==> config.mk <==
export PLATFORM = sky130hd
export DESIGN_NAME = bus_xfer_decoder
export DESIGN_NICKNAME = d
export VERILOG_FILES = /design/src/rtl/bus_codes_pkg.sv /design/src/rtl/onehot_decoder.sv /design/src/rtl/bus_xfer_decoder.sv
export SDC_FILE = /design/constraint.sdc
export NUM_CORES = 1
export LEC_CHECK = 0
export BUFFER_PORTS_ARGS = -buffer_cell sky130_fd_sc_hd__buf_2
export CAP_MARGIN = 0
export CORE_MARGIN = 3
export CORE_UTILIZATION = 40
export DETAILED_ROUTE_END_ITERATION = 10
export GPL_ROUTABILITY_DRIVEN = 1
export PLACE_DENSITY = 0.64
export SYNTH_ARGS = -nofsm -noshare
export SYNTH_HDL_FRONTEND = slang
export SYNTH_SLANG_ARGS = --single-unit
==> constraint.sdc <==
create_clock -name clk -period 1.9 [get_ports clk]
set_input_delay 0.38 -clock clk [delete_from_list [all_inputs] [get_ports clk]]
set_output_delay 0.38 -clock clk [all_outputs]
set_load 0.03 [all_outputs]
==> src/rtl/bus_codes_pkg.sv <==
// Shared bus code space for the transfer decoder and the bus-mux encoder.
// Both sides import this package so their code values cannot drift apart.
package bus_codes_pkg;

  localparam int CODE_W  = 5;
  localparam int EN_W    = 32;
  localparam int NUM_SRC = 24;

  localparam logic [CODE_W-1:0] CODE_R0     = 5'd0;
  localparam logic [CODE_W-1:0] CODE_R1     = 5'd1;
  localparam logic [CODE_W-1:0] CODE_R2     = 5'd2;
  localparam logic [CODE_W-1:0] CODE_R3     = 5'd3;
  localparam logic [CODE_W-1:0] CODE_R4     = 5'd4;
  localparam logic [CODE_W-1:0] CODE_R5     = 5'd5;
  localparam logic [CODE_W-1:0] CODE_R6     = 5'd6;
  localparam logic [CODE_W-1:0] CODE_R7     = 5'd7;
  localparam logic [CODE_W-1:0] CODE_R8     = 5'd8;
  localparam logic [CODE_W-1:0] CODE_R9     = 5'd9;
  localparam logic [CODE_W-1:0] CODE_R10    = 5'd10;
  localparam logic [CODE_W-1:0] CODE_R11    = 5'd11;
  localparam logic [CODE_W-1:0] CODE_R12    = 5'd12;
  localparam logic [CODE_W-1:0] CODE_R13    = 5'd13;
  localparam logic [CODE_W-1:0] CODE_R14    = 5'd14;
  localparam logic [CODE_W-1:0] CODE_R15    = 5'd15;
  localparam logic [CODE_W-1:0] CODE_HI     = 5'd16;
  localparam logic [CODE_W-1:0] CODE_LO     = 5'd17;
  localparam logic [CODE_W-1:0] CODE_ZHIGH  = 5'd18;
  localparam logic [CODE_W-1:0] CODE_ZLOW   = 5'd19;
  localparam logic [CODE_W-1:0] CODE_PC     = 5'd20;
  localparam logic [CODE_W-1:0] CODE_MDR    = 5'd21;
  localparam logic [CODE_W-1:0] CODE_INPORT = 5'd22;
  localparam logic [CODE_W-1:0] CODE_C      = 5'd23;

  typedef enum logic [1:0] {
    IDLE    = 2'd0,
    DRIVE   = 2'd1,
    CAPTURE = 2'd2
  } xfer_state_t;

endpackage

==> src/rtl/onehot_decoder.sv <==
// Bus code to one-hot enable decoder. Codes outside the populated range
// decode to all-zero so unused enable bits can never assert.
module onehot_decoder
  import bus_codes_pkg::*;
#(
  parameter int CODE_W_P  = CODE_W,
  parameter int EN_W_P    = EN_W,
  parameter int NUM_SRC_P = NUM_SRC
) (
  input  logic [CODE_W_P-1:0] code,
  output logic [EN_W_P-1:0]   onehot,
  output logic                in_range
);

  always_comb begin
    in_range = (int'(code) < NUM_SRC_P);
    onehot   = '0;
    if (in_range) onehot[code] = 1'b1;
  end

endmodule

==> src/rtl/bus_xfer_decoder.sv <==
// Two-phase shared-bus transfer sequencer: accepts (src, dst) codes and drives
// the source out-enable, then adds the destination in-enable for one cycle.
//
// state   | meaning
// IDLE    | ready for a request; enables off
// DRIVE   | source out-enable on, destination off
// CAPTURE | source held, destination in-enable on; done follows
module bus_xfer_decoder
  import bus_codes_pkg::*;
#(
  parameter int NUM_SRC_P = NUM_SRC,
  parameter int CODE_W_P  = CODE_W,
  parameter int EN_W_P    = EN_W
) (
  input  logic                clk,
  input  logic                clr_n,
  input  logic                req_valid,
  output logic                req_ready,
  input  logic [CODE_W_P-1:0] req_src,
  input  logic [CODE_W_P-1:0] req_dst,
  output logic [EN_W_P-1:0]   src_out,
  output logic [EN_W_P-1:0]   dst_in,
  output logic                busy,
  output logic                done,
  output logic                err,
  output logic [15:0]         xfer_count
);

  xfer_state_t       state_q, state_d;
  logic [EN_W_P-1:0] src_dec, dst_dec;
  logic              src_ok, dst_ok;
  logic [EN_W_P-1:0] dst_vec_q, dst_vec_d;
  logic [EN_W_P-1:0] src_out_d, dst_in_d;
  logic              busy_d, ready_d, done_d, err_d;
  logic [15:0]       count_d;

  onehot_decoder #(.CODE_W_P(CODE_W_P), .EN_W_P(EN_W_P), .NUM_SRC_P(NUM_SRC_P)) u_src_dec (
    .code     (req_src),
    .onehot   (src_dec),
    .in_range (src_ok)
  );

  onehot_decoder #(.CODE_W_P(CODE_W_P), .EN_W_P(EN_W_P), .NUM_SRC_P(NUM_SRC_P)) u_dst_dec (
    .code     (req_dst),
    .onehot   (dst_dec),
    .in_range (dst_ok)
  );

  always_comb begin
    state_d   = state_q;
    dst_vec_d = dst_vec_q;
    src_out_d = src_out;
    dst_in_d  = dst_in;
    busy_d    = busy;
    ready_d   = req_ready;
    done_d    = 1'b0;
    err_d     = 1'b0;
    count_d   = xfer_count;
    unique case (state_q)
      IDLE: begin
        if (req_valid && req_ready) begin
          if (src_ok && dst_ok) begin
            state_d   = DRIVE;
            src_out_d = src_dec;
            dst_in_d  = '0;
            dst_vec_d = dst_dec;
            busy_d    = 1'b1;
            ready_d   = 1'b0;
          end else begin
            err_d = 1'b1;
          end
        end
      end
      DRIVE: begin
        state_d  = CAPTURE;
        dst_in_d = dst_vec_q;
      end
      CAPTURE: begin
        state_d   = IDLE;
        src_out_d = '0;
        dst_in_d  = '0;
        busy_d    = 1'b0;
        ready_d   = 1'b1;
        done_d    = 1'b1;
        count_d   = xfer_count + 16'd1;
      end
      default: begin
        state_d   = IDLE;
        src_out_d = '0;
        dst_in_d  = '0;
        busy_d    = 1'b0;
        ready_d   = 1'b1;
      end
    endcase
  end

  // Every output is a flop: the enables drive large bus-mux fan-out directly.
  always_ff @(posedge clk) begin
    if (!clr_n) begin
      state_q    <= IDLE;
      dst_vec_q  <= '0;
      src_out    <= '0;
      dst_in     <= '0;
      busy       <= 1'b0;
      req_ready  <= 1'b1;
      done       <= 1'b0;
      err        <= 1'b0;
      xfer_count <= 16'd0;
    end else begin
      state_q    <= state_d;
      dst_vec_q  <= dst_vec_d;
      src_out    <= src_out_d;
      dst_in     <= dst_in_d;
      busy       <= busy_d;
      req_ready  <= ready_d;
      done       <= done_d;
      err        <= err_d;
      xfer_count <= count_d;
    end
  end

endmodule

# After elaboration in Yosys (flattened, before gate mapping)
# Index checks and enable logic that the tools add are counted.
# op_classes
n_mux,23
n_reduce_logical,9
add_sub_neg,1
n_lt_le_gt_ge,6
n_eq_ne,4
n_bitwise,1
# op_table
op,count
$mux W32,6
$pmux W32 S2,2
$add A16 B1 Y16 const B,1
$lt A5 B6 Y1 const B,2
$demux W1 S5,2
$ge A5 B1 Y1 const B,2
$lt A5 B5 Y1 const B,2
$reduce_and A3 Y1,3
$mux W1,8
$logic_and A1 B1 Y1,4
$mux W2,2
$ne A2 B2 Y1 const B,2
$pmux W1 S2,2
$pmux W2 S2,1
$eq A2 B1 Y1 const B,1
$eq A2 B2 Y1 const B,1
$logic_not A2 Y1,1
$reduce_and A2 Y1,1
$not A1 Y1,1
# word_totals
input_bits,13
output_inout_bits,84
wordCells,53
ff_bits,118

# Depth between registers and ports, before layout
# depth
word_depth,8
depth_mapped,6
ltp_nobuf,5

# Modules after synthesis
# From an unflattened synthesis, not the netlist that was laid out.
# hier_totals
cells_unflattened,584
hier_area_um2,4634.4
# by_module_without_submodules
module,area_per_inst_um2,cells_each,n_inst
bus_xfer_decoder,4139.0,488,1
onehot_decoder,247.7,48,2

# Worst setup path after synthesis
# Ideal clock, no wire load.
# synth_timing
path_type,reg2reg
start,register req_ready
end,register dst_vec_q[15]
synth_period_minus_slack_ns,1.864
stages_incl_launch_ff,5
arrival_ns,1.795
slack_ns,0.036
n_path_buf,0
path_cell_list,dfxtp_1 -> nand2_1 -> or4_4 -> or4_1 -> o21ai_1
# synth_via
elab_chain_len,2
# synth_rtl
element,line_no,text
from (decl),bus_xfer_decoder.sv:18,"output logic req_ready,"
from (signal assigned),bus_xfer_decoder.sv:115,req_ready <= ready_d;
$logic_and A1 B1 Y1,bus_xfer_decoder.sv:61,if (req_valid && req_ready) begin
$reduce_and A3 Y1 (no source line),--,
to (signal assigned),bus_xfer_decoder.sv:111,dst_vec_q <= dst_vec_d;
to (decl),bus_xfer_decoder.sv:32,"logic [EN_W_P-1:0] dst_vec_q, dst_vec_d;"
# No other way between the ends.
# A chain may end at the register's enable or synchronous reset.

# Worst setup path after layout
# Same ends and word-level chain as after synthesis.

==> results.ini <==
[sta]
rsz0062_at_grt = false
period_share_pct = 92.8
slew_violations = 0
setup_violations = 0
fin_worst_skew_ns = 0.00738
timing.final.hold_violations = 0
tightest_slew_ns = 0.672
max_freq_mhz = 567
relSlewSlack_pct = 55.2
post-route-min-period_ns = 1.76

[setup_path]
cp_top_family = simple AND/OR/NAND/NOR gates
end_kind = flip-flop
critPathKind = reg2reg
worstPathMaxFanout = 7
worstPathArrival_ns = 2.20
crit_buf_inv = 0
cp-start-kind = flip-flop
worstPathCellList = nand2_1 > or4_4 > or4_1 > o21ai_1
required_ns = 2.34
max_stage_delay_ns = 0.56
critPathSlowestCell = or4_4

[layout]
antenna_cells = 0
area_delta_synth_final_pct = 33.6
nNetsFinal = 528
mostFrequentLayoutCells = dfxtp_1, buf_2, nand2_1
final_common_cell = dfxtp_1
layout-drive-gt1-share_pct = 29.4
design_area_mm2 = 0.00550
final_core_util_pct = 55.5

[detailed_routing]
first_iter_violations = 150
drcViolationCount = 0
drt-pass1-iter-count = 5
avgViaCountPerCell = 5.20
vias = 3430
wl_per_cell_um = 14.8
ant_nets = 0
wl_um = 9760

[placed_design]
dp_hpwl_um = 6530
port_buffers = 96
gp_congestion = 0.805
place_area_mm2 = 0.00488

[grt]
grt_max_degree = 71
antenna_found_initial = 0
grt_pass1_wl_um = 16500
grt_overflow = 0
grt_pass1_vias = 3391
grt_util_all_layers_pct = 17.9

[clock_network]
cts_tree = built
cts_buffers = 17
holdBufCountCts = 0
postCtsSetupRepairBufs = 0
clk_pin_slew_ns = 0.05
cts_resized = 0
clockRootBuffer = clkbuf_8
htree_levels = 4
clockBufferDepth = 2
clock-sinks = 118
clock_latency_ns = 0.51

[yosys]
synth_nets = 418
ys_ff_latch = 118
netlist_area_mm2 = 0.00412
seq_area_frac_synth_pct = 57.3
synth_top_cell_by_area = dfxtp_1
synth.area.top_cells = dfxtp_1, a32o_1, nand2_1
yosysWarnings = 0
synth_cells = 404
synth_top_area_share_pct = 57.3
synth_area_per_cell_um2 = 10.2
synth.distinct_cells = 38

[floorplan]
core_mm2 = 0.00991
ioPinCount = 97
chipHeight_um = 107
rows = 36
die_width_um = 107
die-area_mm2 = 0.0116
start_util_pct = 41.6

[power_and_ir_drop]
total_leakage_power_nw = 2.33
finalPower_w = 0.00609
power_density_mw_per_mm2 = 1110
vdd_drop_max_v = 0.000447

[run_status]
outcome = finished clean

[hold_path]
min_path_type = in2reg

[flow_run]
maxCapViolCount = 0

-- metal layers --
layer  share of wire, %  global-route usage (%)  up-vias
li1                   -                       -     1716
met1                 46                    22.7     1602
met2                 46                    27.8       97
met3                6.2                    5.88       15
met4                2.2                    8.12        0
met5                  0                       0        -
-- Yosys cell counts --
library cell  instances
or2_2                 1
o21ai_1               1
or3b_2                1
nor2_1               26
a31oi_1               1
nand4b_1              1
xnor2_1               8
a31o_2                1
or4_4                 1
nand2b_1              7
o21ai_0              24
a22oi_1               1
a21oi_1               2
clkbuf_1             19
inv_1                 1
or4_1                 2
a32o_1               32
nor4_1                5
o2bb2ai_1            15
nor3b_1               1
and3_1                8
xor2_1                5
nor3_1                9
nand3_1              21
dfxtp_1             118
a22o_1               10
clkinv_1              1
nand4_1              10
buf_2                 7
nand3b_1              1
and2_1               10
ha_1                  1
and4b_1               1
and4_1                3
mux2i_1               2
nor4b_1               1
nor2b_1               8
nand2_1              38
-- through the flow --
step	setup slack [ns]	std cells	hold slack [ns]	setup TNS, ns
after CTS	0.0272	660	0.175	0
final	0.137	660	0.198	0
after global routing	0.0179	660	0.213	0
after global placement	-0.0481	628	0.440	-0.563
after detailed placement	-0.126	628	0.441	-1.94
after floorplan	0.0359	404	0.429	0
-- registers in the layout, summed over array words and instances, names as in the netlist --
name,count
xfer_count,16
dst_in,32
src_out,32
err,1
done,1
req_ready,1
state_q,2
busy,1
dst_vec_q,32
-- power breakdown --
part / internal, W / total [W] / switching [W]
Sequential: 0.00249 / 0.00250 / 0.0000126
Combinational: 0.000101 / 0.000305 / 0.000205
Clock: 0.00222 / 0.00328 / 0.00105
-- worst reg2reg max path, cell delays in order (launching register included) --
cell and delay, ns:
dfxtp_1 0.37, nand2_1 0.13, or4_4 0.56, or4_1 0.53
o21ai_1 0.10
-- path summary, 6_finish.rpt --
path	slack (ns)	from	cells past startpoint	end
min	0.20	req_dst[0]	3	dst_vec_q[19]$_SDFFE_PN0P_
max	0.14	req_ready$_SDFFE_PN1P_	4	dst_vec_q[15]$_SDFFE_PN0P_
max reg2reg	0.14	req_ready$_SDFFE_PN1P_	4	dst_vec_q[15]$_SDFFE_PN0P_
min reg2reg	0.46	src_out[26]$_SDFFE_PN0P_	1	src_out[26]$_SDFFE_PN0P_
-- cell families (layout without fill, tap and decap cells) --
kind of cell             count (synthesis)  after routing  synth area share [%]
buffers and inverters                   28            151                  2.76
flip-flops                             118            118                  57.3
multiplexers                             2              2                 0.486
XOR/XNOR                                13             13                  2.76
AO/OA/AOI/OAI                           87             87                  16.9
adder cells (fa/ha/maj)                  1              1                 0.304
AND/OR/NAND/NOR                        155            155                  19.4
-- area by class of cell --
type	instances	area, µm²
tap	133	166
inverter	2	7.51
sequential	118	2360
timing repair buffer	117	676
clock buffer	23	467
fill	924	4410
multi-input combinational	258	1680
clock inverter	9	148
Power figures use the tool's default switching activity.
